--- src/rtl/cardinal_nic_if.sv ---
// Processor load/store port and ring-router flit port of the cardinal NIC.
// The slave modport is the NIC side; master is the processor/router side.
interface cardinal_nic_if #(
  parameter int DATA_WIDTH = 64
);
  logic [0:1]            addr;
  logic [0:DATA_WIDTH-1] d_in;
  logic [0:DATA_WIDTH-1] d_out;
  logic                  nicEn;
  logic                  nicWrEn;
  logic                  net_si;
  logic                  net_ri;
  logic [0:DATA_WIDTH-1] net_di;
  logic                  net_so;
  logic                  net_ro;
  logic [0:DATA_WIDTH-1] net_do;
  logic                  net_polarity;

  modport slave (
    input  addr, d_in, nicEn, nicWrEn, net_si, net_di, net_ro, net_polarity,
    output d_out, net_ri, net_so, net_do
  );

  modport master (
    output addr, d_in, nicEn, nicWrEn, net_si, net_di, net_ro, net_polarity,
    input  d_out, net_ri, net_so, net_do
  );
endinterface

--- src/rtl/cardinal_nic.sv ---
// Cardinal NIC: four memory-mapped registers over one-flit in/out buffers.
// Define CARDINAL_NIC_PKT_CNT_EN to add rx/tx packet counters to the status words.
module cardinal_nic #(
  parameter int DATA_WIDTH = 64
) (
  input  logic           clk,
  input  logic           reset,
  cardinal_nic_if.slave  bus
);

  typedef enum logic [1:0] {
    REG_IN_BUF   = 2'b00,
    REG_IN_STAT  = 2'b01,
    REG_OUT_BUF  = 2'b10,
    REG_OUT_STAT = 2'b11
  } reg_sel_e;

  logic [0:DATA_WIDTH-1] in_buf;
  logic [0:DATA_WIDTH-1] out_buf;
  logic                  in_full;
  logic                  out_full;

  reg_sel_e              sel;
  logic                  rd_en;
  logic                  wr_en;
  logic                  capture;
  logic                  send;
  logic                  rd_clear;
  logic                  wr_load;
  logic [0:DATA_WIDTH-1] in_stat;
  logic [0:DATA_WIDTH-1] out_stat;
  logic [0:DATA_WIDTH-1] d_out_c;

  assign sel   = reg_sel_e'(bus.addr);
  assign rd_en = bus.nicEn & ~bus.nicWrEn;
  assign wr_en = bus.nicEn &  bus.nicWrEn;

  // Both handshakes are held low during reset even if state is still stale.
  assign bus.net_ri = ~in_full & ~reset;
  assign capture    = bus.net_si & bus.net_ri;
  assign send       = out_full & bus.net_ro & (out_buf[0] == bus.net_polarity) & ~reset;
  assign bus.net_so = send;
  assign bus.net_do = out_buf;

  assign rd_clear = rd_en & (sel == REG_IN_BUF) & in_full;
  assign wr_load  = wr_en & (sel == REG_OUT_BUF) & ~out_full;

  always_ff @(posedge clk) begin
    // NOTE: the flit buffers are ordinary registers, not RAM, so they take the
    // synchronous reset too; a reset must discard any buffered flit.
    if (reset) begin
      in_buf   <= '0;
      in_full  <= 1'b0;
      out_buf  <= '0;
      out_full <= 1'b0;
    end else begin
      if (capture) begin
        in_buf  <= bus.net_di;
        in_full <= 1'b1;
      end else if (rd_clear) begin
        in_full <= 1'b0;
      end

      // A store that lands in the same cycle as a send sees out_full=1 and drops.
      if (send) begin
        out_full <= 1'b0;
      end else if (wr_load) begin
        out_buf  <= bus.d_in;
        out_full <= 1'b1;
      end
    end
  end

`ifdef CARDINAL_NIC_PKT_CNT_EN
  logic [15:0] rx_cnt;
  logic [15:0] tx_cnt;

  always_ff @(posedge clk) begin
    if (reset) begin
      rx_cnt <= '0;
      tx_cnt <= '0;
    end else begin
      if (capture) rx_cnt <= rx_cnt + 16'd1;
      if (send)    tx_cnt <= tx_cnt + 16'd1;
    end
  end

  assign in_stat  = {rx_cnt, {(DATA_WIDTH-17){1'b0}}, in_full};
  assign out_stat = {tx_cnt, {(DATA_WIDTH-17){1'b0}}, out_full};
`else
  assign in_stat  = {{(DATA_WIDTH-1){1'b0}}, in_full};
  assign out_stat = {{(DATA_WIDTH-1){1'b0}}, out_full};
`endif

  // Loads are combinational: the processor captures d_out in the same cycle.
  always_comb begin
    d_out_c = '0;
    if (rd_en && !reset) begin
      unique case (sel)
        REG_IN_BUF:   d_out_c = in_buf;
        REG_IN_STAT:  d_out_c = in_stat;
        REG_OUT_BUF:  d_out_c = '0;
        REG_OUT_STAT: d_out_c = out_stat;
      endcase
    end
  end

  assign bus.d_out = d_out_c;

endmodule

--- src/flat_wrapper.sv ---
// flat-port wrapper written by rule: the top's interface ports become plain ports
module cardinal_nic_flat 
#(
  parameter int DATA_WIDTH = 64
)
  (clk, reset, bus_addr, bus_d_in, bus_nicEn, bus_nicWrEn, bus_net_si, bus_net_di, bus_net_ro, bus_net_polarity, bus_d_out, bus_net_ri, bus_net_so, bus_net_do);
  cardinal_nic_if #(.DATA_WIDTH(DATA_WIDTH)) bus_i ();
  input  logic clk;
  input  logic reset;
  input wire logic [$bits(bus_i.addr)-1:0] bus_addr;
  input wire logic [$bits(bus_i.d_in)-1:0] bus_d_in;
  input wire logic [$bits(bus_i.nicEn)-1:0] bus_nicEn;
  input wire logic [$bits(bus_i.nicWrEn)-1:0] bus_nicWrEn;
  input wire logic [$bits(bus_i.net_si)-1:0] bus_net_si;
  input wire logic [$bits(bus_i.net_di)-1:0] bus_net_di;
  input wire logic [$bits(bus_i.net_ro)-1:0] bus_net_ro;
  input wire logic [$bits(bus_i.net_polarity)-1:0] bus_net_polarity;
  output wire logic [$bits(bus_i.d_out)-1:0] bus_d_out;
  output wire logic [$bits(bus_i.net_ri)-1:0] bus_net_ri;
  output wire logic [$bits(bus_i.net_so)-1:0] bus_net_so;
  output wire logic [$bits(bus_i.net_do)-1:0] bus_net_do;
  assign bus_i.addr = bus_addr;
  assign bus_i.d_in = bus_d_in;
  assign bus_i.nicEn = bus_nicEn;
  assign bus_i.nicWrEn = bus_nicWrEn;
  assign bus_i.net_si = bus_net_si;
  assign bus_i.net_di = bus_net_di;
  assign bus_i.net_ro = bus_net_ro;
  assign bus_i.net_polarity = bus_net_polarity;
  assign bus_d_out = bus_i.d_out;
  assign bus_net_ri = bus_i.net_ri;
  assign bus_net_so = bus_i.net_so;
  assign bus_net_do = bus_i.net_do;
  cardinal_nic #(.DATA_WIDTH(DATA_WIDTH)) u_core (.clk(clk), .reset(reset), .bus(bus_i));
endmodule
--- config.mk ---
export PLATFORM = sky130hd
export DESIGN_NAME = cardinal_nic_flat
export DESIGN_NICKNAME = d
export VERILOG_FILES = /design/src/rtl/cardinal_nic_if.sv /design/src/rtl/cardinal_nic.sv /design/src/flat_wrapper.sv
export SDC_FILE = /design/constraint.sdc
export NUM_CORES = 1
export LEC_CHECK = 0
export ABC_CLOCK_PERIOD_IN_PS = 1390
export CORE_MARGIN = 3
export CORE_UTILIZATION = 38
export CTS_CLUSTER_SIZE = 28
export DETAILED_ROUTE_END_ITERATION = 6
export HOLD_SLACK_MARGIN = 0.08
export PLACE_DENSITY_LB_ADDON = 0.3
export SLEW_MARGIN = 20
export SYNTH_ARGS = -nofsm -noshare
export SYNTH_HDL_FRONTEND = slang
export SYNTH_SLANG_ARGS = --single-unit
--- constraint.sdc ---
create_clock -name clk -period 1.39 [get_ports clk]
set_input_delay 0.278 -clock clk [delete_from_list [all_inputs] [get_ports clk]]
set_output_delay 0.278 -clock clk [all_outputs]
set_load 0.005 [all_outputs]
# After elaboration in Yosys (flattened, before gate mapping)
# Cells that the tools add are included.
# word_totals
reg_bits,130
input_bits,137
output_inout_bits,130
word_cells,34
# classes
n_eq_ne,4
n_mux,4
bitwise,16
n_reduce_logical,6
# ops
operator,count
one-hot mux 64 bit (4 select lines),1
2-to-1 mux 64 bit,1
AND 1 bit,11
inverter 1 bit,5
"equality test 2 bit, second input constant",2
"equality test 2 x 1 -> 1 bit, second input constant",1
zero test 2 bit,1
2-to-1 mux 1 bit,2
AND reduction 2 bit,1
nonzero test 2 bit,1
OR reduction 2 bit,1
equality test 1 bit,1
logical AND 1 bit,1
zero test 1 bit,1

# Longest topological paths before layout
# Gate-level depths: netlist of the first run.
# depth
ltp_word,6
depth_mapped,6

# Worst setup path after synthesis of the first run
# OpenSTA, ideal clock, no wires.
# synth_timing
kind,input to output
startpoint,input port bus_nicWrEn
endpoint,output port bus_d_out[10]
arrival_time_ns,1.125
t_required_ns,1.112
path_slack_ns,-0.013
stages,5
cell_sequence,nand2b_4 > or3_1 > buf_6 > buf_12 > nor2_4
# synth_via
elab_chain_cells,4
# synth_rtl
item,line,rtl
start: declaration,flat_wrapper.sv:13,input wire logic [$bits(bus_i.nicWrEn)-1:0] bus_nicWrEn;
inverter 1 bit,cardinal_nic.sv:35,assign rd_en = bus.nicEn & ~bus.nicWrEn;
AND 1 bit,cardinal_nic.sv:35,
logical AND 1 bit,cardinal_nic.sv:98,if (rd_en && !reset) begin
2-to-1 mux 64 bit,cardinal_nic.sv:98,
end: declaration,flat_wrapper.sv:18,output wire logic [$bits(bus_i.d_out)-1:0] bus_d_out;
# Every way passes these cells.

# Final worst setup path of the first run
# layout_timing
startpoint,input port bus_nicWrEn
endpoint,output port bus_d_out[28]
# Same word-level chain as after synthesis.

==> results of run 1 <==
## power groups by stage
stage	clock network (mW)	logic [mW]	registers (mW)
2_1_floorplan	0	0.487	4.03
3_3_place_gp	0	1.12	4.03
3_5_place_dp	0	1.12	4.04
4_1_cts	4.56	1.15	3.96
5_1_grt	4.73	1.26	3.97
6_report	4.46	1.16	3.96
## registers in the layout, indices dropped and copies added, names as in the netlist
| name | cells |
|---|---|
| u_core.in_buf | 64 |
| u_core.out_full | 1 |
| u_core.in_full | 1 |
| u_core.bus.net_do | 64 |
## tightest hold or removal path, stage by stage
cell and delay (ps):
buf_2 90, buf_4 120, nor3_1 50, a211oi_1 200
## layout make-up
type / instances / area [um^2] / area share [%]
clock buffers: 20 / 467 / 4.83
clock inverters: 12 / 131 / 1.36
multi-input cells: 464 / 3120 / 32.3
flip-flops and latches: 130 / 2610 / 27.1
well taps: 184 / 230 / 2.38
repair buffers: 315 / 3090 / 32.0
## cells by family (layout without fill, tap and decap cells)
group,count (synthesis),count (layout),synth area share [%]
AOI/OAI and AO/OA,68,68,5.99
xor gates and xnor gates,1,1,0.149
buffers and inverters,50,347,6.29
DFF,130,130,44.2
muxes,65,65,11.0
and+or+nand+nor,330,330,32.3
## final timing paths
| path | startpoint | end | slack, ps | cells past startpoint |
|---|---|---|---|---|
| setup / recovery | bus_nicWrEn | bus_d_out[28] | -480 | 9 |
| hold reg to reg | u_core.bus.net_do[44] | u_core.bus.net_do[44] | 470 | 2 |
| hold / removal | bus_addr[0] | u_core.in_full | 390 | 4 |
| setup reg to reg | u_core.in_full | u_core.in_buf[49] | 110 | 5 |
## routing by layer
| layer | GRT usage [%] | part of all wire [%] | wire (um) | up-vias |
|---|---|---|---|---|
| met4 | 6.53 | 1.7 | 275 | 0 |
| met1 | 22.8 | 44 | 7130 | 2327 |
| met2 | 30.0 | 46 | 7580 | 202 |
| li1 | - | - | - | 2626 |
| met5 | 0 | 0 | 0 | - |
| met3 | 6.10 | 8.5 | 1390 | 23 |
## repair_timing
action | 4_1_cts | 5_1_grt
pin swaps | 7 | 26
hold buffers | 0 | 0
buffers inserted | 10 | 8
cloned | 4 | 2
resized for setup | 252 | 89
endpoints found under the setup margin | 132 | 101
## layout by cell type (no fill, tap or decap), types with 2 or more instances in the layout
cell type | netlist | layout
buf_12 | 7 | 16
buf_16 | 0 | 2
buf_2 | 16 | 20
buf_4 | 1 | 21
buf_6 | 6 | 9
buf_8 | 0 | 2
bufinv_16 | 0 | 2
clkbuf_16 | 0 | 19
clkbuf_2 | 0 | 22
clkbuf_8 | 0 | 3
clkdlybuf4s15_2 | 0 | 16
clkdlybuf4s50_1 | 0 | 130
clkinv_2 | 0 | 3
clkinv_4 | 0 | 2
clkinvlp_4 | 0 | 4
dfxtp_1 | 130 | 124
dfxtp_2 | 0 | 5
dlygate4sd2_1 | 0 | 67
dlymetal6s2s_1 | 0 | 7
mux2i_1 | 65 | 65
nand2_1 | 64 | 64
nand2b_1 | 192 | 192
nor2_1 | 46 | 8
nor2_2 | 0 | 20
nor2_4 | 20 | 38
nor3_1 | 2 | 2
o21ai_0 | 64 | 64
## synth_stat cells (2+ instances only)
cell type / n / area, um^2
nand2b_1: 192 / 1200
dfxtp_1: 130 / 2600
mux2i_1: 65 / 651
nand2_1: 64 / 240
o21ai_0: 64 / 320
nor2_1: 46 / 173
clkbuf_1: 20 / 75.1
nor2_4: 20 / 225
buf_2: 16 / 80.1
buf_12: 7 / 140
buf_6: 6 / 67.6
nor3_1: 2 / 10.0
## stage by stage
step	area [um^2]	util [%]	worst slack [ps]	cells
5_1_grt	9650	64.9	-513	1125
4_1_cts	9630	64.8	-728	1121
6_report	9650	64.9	-477	1125
3_5_place_dp	8860	59.6	-1050	1075
2_1_floorplan	5930	-	-13.3	644
3_3_place_gp	8860	59.6	-1030	1075
==> results.cfg, run 1 <==
[clocking]
clkLatencyLatePin_ps = 410
cts_buffer_depth = 2
cts_tree = built
clock-sinks = 130
clk_pin_slew_ps = 50
numCtsBuffers = 17
ctsRootBufferMaster = clkbuf_16
htree_levels = 4

[critical_path]
crit_fanout = 4
crit_top_cell = buf_6
criticalPathCategory = primary input to primary output
startpoint_type = primary input
worst_setup_path_end_kind = primary output
cp.required_ps = 1110
path_cells = buf_6 -> nand2b_4 -> or3_4 -> buf_6 -> buf_12 -> buf_8 -> buf_6 -> nor2_4 -> buf_2
critical_path.slowest_cell = or3_4
critPathMaxStageDelay_ps = 410
cp_data_arrival_time_ps = 1590
cp_num_buf_inv = 6
cpLargestDelayFamily = buffers and inverters

[yosys]
seq_area_frac_synth_pct = 44.2
syn_area_mm2 = 0.00589
syn_area_per_cell_um2 = 9.15
synth_warnings = 0
synthArstFlopShare_pct = 0
synth_edf_count = 0
ys_types = 24
synth_flop_cell = dfxtp_1
syn-num-nets = 781
synthCells = 644
ys_ff_latch = 130

[detailed_routing]
avgRoutedWirePerCell_um = 14.6
route.antenna.remaining_nets = 0
drc = 0
wl_mm = 16.4
drtIter0Drc = 198
via_count = 5178
via_per_inst = 4.60
drt-pass1-iter-count = 4

[placed_design]
globalplace.congestion = 0.753
dp_hpwl_mm = 11.2
port_buffers = 266

[hold_path]
hold_path_class = primary input to register

[floorplanning]
die_x_um = 131
start_util_pct = 39.6
die-area_mm2 = 0.0170
io_pins = 267
row_count = 44
dieHeight_um = 131
placeableCoreArea_mm2 = 0.0149

[global_routing]
grt_start_max_net_pins = 71
grt_pass1_wl_mm = 24.7
global_route.usage.total_pct = 18.4
grt_pass1_vias = 4947
antenna_found_initial = 0
grt_overflow = 0

[timing]
finalCritPeriodShare_pct = 134
fin_skew_ps = 5.67
setup_viol = 65
whs_ps = 389
worst_slew_pin_slew_ps = 419
final.setup.tns_ps = -22420
fmaxAchievable_ghz = 0.536
period_needed_ps = 1870
rsz0062_at_grt = true
slew_headroom_pct = 72.0
worst_slack_ps = -477
finalHoldViolCount = 0
slew_viol_final = 0

[cells_and_area]
diodes = 0
layout-drive-gt1-share_pct = 22.4
nFillCells = 1212
nNetsFinal = 1065
areaGrowthSynthToFinish_pct = 63.9

[pwr]
intPower_mw = 7.40
leakagePower_nw = 3.94
switching_share_pct = 22.7
seqPwrFrac_pct = 41.3
pwr_density_cell_mw_per_mm2 = 992
ir_drop_uv = 811
p_clk_share_pct = 46.6
p_total_mw = 9.57
combPwrFrac_pct = 12.1
p_switching_mw = 2.17

[status]
violations = setup timing
status = complete, but fails checks

[job]
maxCapViolCount = 0
No activity file was read; power rests on OpenSTA's default activity.
==> inputs of run 2 (changes only) <==
--- a/config.mk
+++ b/config.mk
@@ -5,11 +5,11 @@
 export SDC_FILE = /design/constraint.sdc
 export NUM_CORES = 1
 export LEC_CHECK = 0
-export ABC_CLOCK_PERIOD_IN_PS = 1390
 export CORE_MARGIN = 3
-export CORE_UTILIZATION = 38
+export CORE_UTILIZATION = 57
 export CTS_CLUSTER_SIZE = 28
 export DETAILED_ROUTE_END_ITERATION = 6
+export DONT_BUFFER_PORTS = 1
 export HOLD_SLACK_MARGIN = 0.08
 export PLACE_DENSITY_LB_ADDON = 0.3
 export SLEW_MARGIN = 20
==> results.cfg, run 2 <==
[placed_design]
port_buffers = 0
post-place-ws_ps = -133
globalplace.congestion = 0.753
dp_hpwl_mm = 9.44

[yosys]
synth_top_family_by_area = simple AND/OR/NAND/NOR gates
synth_top_area_share_pct = 44.2
synth_flop_cell = dfxtp_1
seq_area_frac_synth_pct = 44.2
ys_types = 24
synth_edf_count = 0
syn_area_mm2 = 0.00589
synth-compound-area-share_pct = 5.99
synth_warnings = 0
syn-num-nets = 781
ys_ff_latch = 130
yosysTopAreaCell = dfxtp_1
synth_xor_area_share_pct = 0.149
yosys-top-cells-count = nand2b_1, dfxtp_1, mux2i_1
synthArstFlopShare_pct = 0
synthTopCellsByArea = dfxtp_1, nand2b_1, mux2i_1, o21ai_0, nand2_1
syn_area_per_cell_um2 = 9.15
muxShareOfSynthArea_pct = 11.0
synthSimpleGateAreaFrac_pct = 32.3
synthCells = 644
synthAdderAreaFrac_pct = 0
synth_most_common_cell = nand2b_1

[floorplanning]
die_x_um = 108
row_count = 36
io_pins = 267
start_util_pct = 59.4
dieHeight_um = 108

[status]
status = stopped before the end
error_line = [ERROR RSZ-0060] Max buffer count reached.
failed_stage = clock tree synthesis

[clocking]
ctsRootBufferMaster = clkbuf_8
clock-sinks = 130
htree_levels = 4
cts_hold_buf = 157
post_cts_buffers = 5
numCtsBuffers = 17
ctsResizeCount = 71
cts_buffer_depth = 2
run 2: cell counts after synthesis:
Identical to the previous run, type by type.
run 2: stage by stage:
step	instance area, um^2	utilization, %	TNS (ps)	instances	hold slack (ps)
2_1_floorplan	5930	-	-582	644	387
3_3_place_gp	5980	60.3	-5100	741	377
3_5_place_dp	5980	60.3	-5720	741	379
run 2: kinds of logic after synthesis:
logic type	count (synthesis)
AO/OA/AOI/OAI	68
XOR/XNOR	1
buffers and inverters	50
flip-flops	130
multiplexers	65
AND/OR/NAND/NOR	330
==> inputs of run 3 (changes only) <==
--- a/config.mk
+++ b/config.mk
@@ -6,12 +6,10 @@
 export NUM_CORES = 1
 export LEC_CHECK = 0
 export CORE_MARGIN = 3
-export CORE_UTILIZATION = 57
-export CTS_CLUSTER_SIZE = 28
+export CORE_UTILIZATION = 40
 export DETAILED_ROUTE_END_ITERATION = 6
 export DONT_BUFFER_PORTS = 1
-export HOLD_SLACK_MARGIN = 0.08
-export PLACE_DENSITY_LB_ADDON = 0.3
+export PLACE_DENSITY_LB_ADDON = 0.15
 export SLEW_MARGIN = 20
 export SYNTH_ARGS = -nofsm -noshare
 export SYNTH_HDL_FRONTEND = slang
==> constraint.sdc (replaced) <==
create_clock -name clk -period 1.8 [get_ports clk]
set_input_delay 0.36 -clock clk [delete_from_list [all_inputs] [get_ports clk]]
set_output_delay 0.36 -clock clk [all_outputs]
set_load 0.005 [all_outputs]
==> results.cfg, run 3 (synthesis gave the netlist of run 1 again) <==
[timing]
worst_slew_pin_slew_ps = 468
fin_skew_ps = 7.37
slew_viol_final = 0
rsz0062_at_grt = false
fmaxAchievable_ghz = 0.587
final.setup.tns_ps = 0
slew_headroom_pct = 68.8
whs_ps = 62.9
setup_viol = 0
finalHoldViolCount = 0
finalCritPeriodShare_pct = 94.6
period_needed_ps = 1700

[critical_path]
crit_start = bus_nicWrEn
criticalPathCategory = primary input to primary output
crit_fanout = 63
cp-endpoint = bus_d_out[63]
r2r_cells = 3
worst_setup_path_end_kind = primary output
reg2reg_to = u_core.in_buf[52]
cp.required_ps = 1440
cp_data_arrival_time_ps = 1340
r2r_setup_slack_ps = 460
startpoint_type = primary input
worstReg2RegStart = u_core.in_full

[pwr]
ir_drop_uv = 553
leakagePower_nw = 2.12
p_total_mw = 6.84
pwr_density_cell_mw_per_mm2 = 1070

[floorplanning]
dieHeight_um = 127
row_count = 43
start_util_pct = 41.6
placeableCoreArea_mm2 = 0.0141
io_pins = 267
die-area_mm2 = 0.0162
die_x_um = 127

[placed_design]
port_buffers = 0
globalplace.congestion = 0.762
dp_hpwl_mm = 8.92

[detailed_routing]
avgRoutedWirePerCell_um = 16.0
drt-pass1-iter-count = 4
route.antenna.remaining_nets = 0
wl_met3_mm = 1.36
wl_mm = 12.9
wl_met2_mm = 6.11
drc = 0
met1_length_mm = 5.26
via_count = 3985
via_per_inst = 4.93
highest_layer = met4
drtIter0Drc = 137

[global_routing]
grt_pass1_vias = 3905
grt_overflow = 0
antenna_found_initial = 0
grt_pass1_wl_mm = 20.0
grt_start_max_net_pins = 199
global_route.usage.total_pct = 15.5

[cells_and_area]
diodes = 0
nNetsFinal = 753
utilization_pct = 45.4
layout-drive-gt1-share_pct = 9.70
final_cell_mix = nand2b_1, dfxtp_1, mux2i_1
layout_commonest_cell = nand2b_1
areaGrowthSynthToFinish_pct = 9.05

[clocking]
clk_pin_slew_ps = 60
cts_hold_buf = 0
numCtsBuffers = 17
ctsRootBufferMaster = clkbuf_16
post_cts_buffers = 0
htree_levels = 4
clkLatencyLatePin_ps = 400
clock-sinks = 130
cts_buffer_depth = 2
cts_tree = built

[job]
maxCapViolCount = 0

[status]
status = completed

[hold_path]
hold_path_class = primary input to register
## run 3: through the flow
stage	worst slack, ps	cell area, um^2	instances
detailed placement	127	5820	777
global route	18.6	6420	809
floorplan	233	5890	644
finish	97.3	6420	809
CTS	8.17	6420	809
global placement	175	5820	777
## run 3: power breakdown
group          total, mW  switching (mW)  internal, mW  leakage [nW]
registers           3.07          0.0577          3.01          1.06
clock network       3.42            1.26          2.15         0.282
logic              0.357           0.181         0.176         0.773
## run 3: timing repair
item	CTS	global route
endpoints found under the setup margin	0	1
gates resized for setup	0	2
hold endpoints to repair	0	0
## run 3: area by class of cell
class / instances / area (um^2)
flip-flops and latches: 130 / 2610
clock inverters: 11 / 126
well taps: 180 / 225
clock buffers: 21 / 470
multi-input cells: 464 / 2940
fillers: 1349 / 7730
repair buffers: 3 / 60.1
## run 3: worst min-delay path by stage
stage                      startpoint                 to  slack, ps  cells after the start
floorplan           u_core.in_buf[63]  u_core.in_buf[63]        450                      2
global placement                reset     u_core.in_full        460                      1
detailed placement              reset     u_core.in_full        470                      1
CTS                             reset     u_core.in_full         30                      1
global route                    reset     u_core.in_full         30                      1
finish                 bus_net_di[50]  u_core.in_buf[13]         60                      2
## run 3: critical path, stage by stage
cell	delay [ps]
nand2b_4	130
or3_4	340
buf_12	200
nor2_1	230
## run 3: routing by layer
| layer | GRT usage (%) | vias up |
|---|---|---|
| li1 | - | 2002 |
| met1 | 18.1 | 1788 |
| met2 | 25.1 | 182 |
| met3 | 7.40 | 13 |
| met4 | 4.98 | 0 |
| met5 | 0 | - |
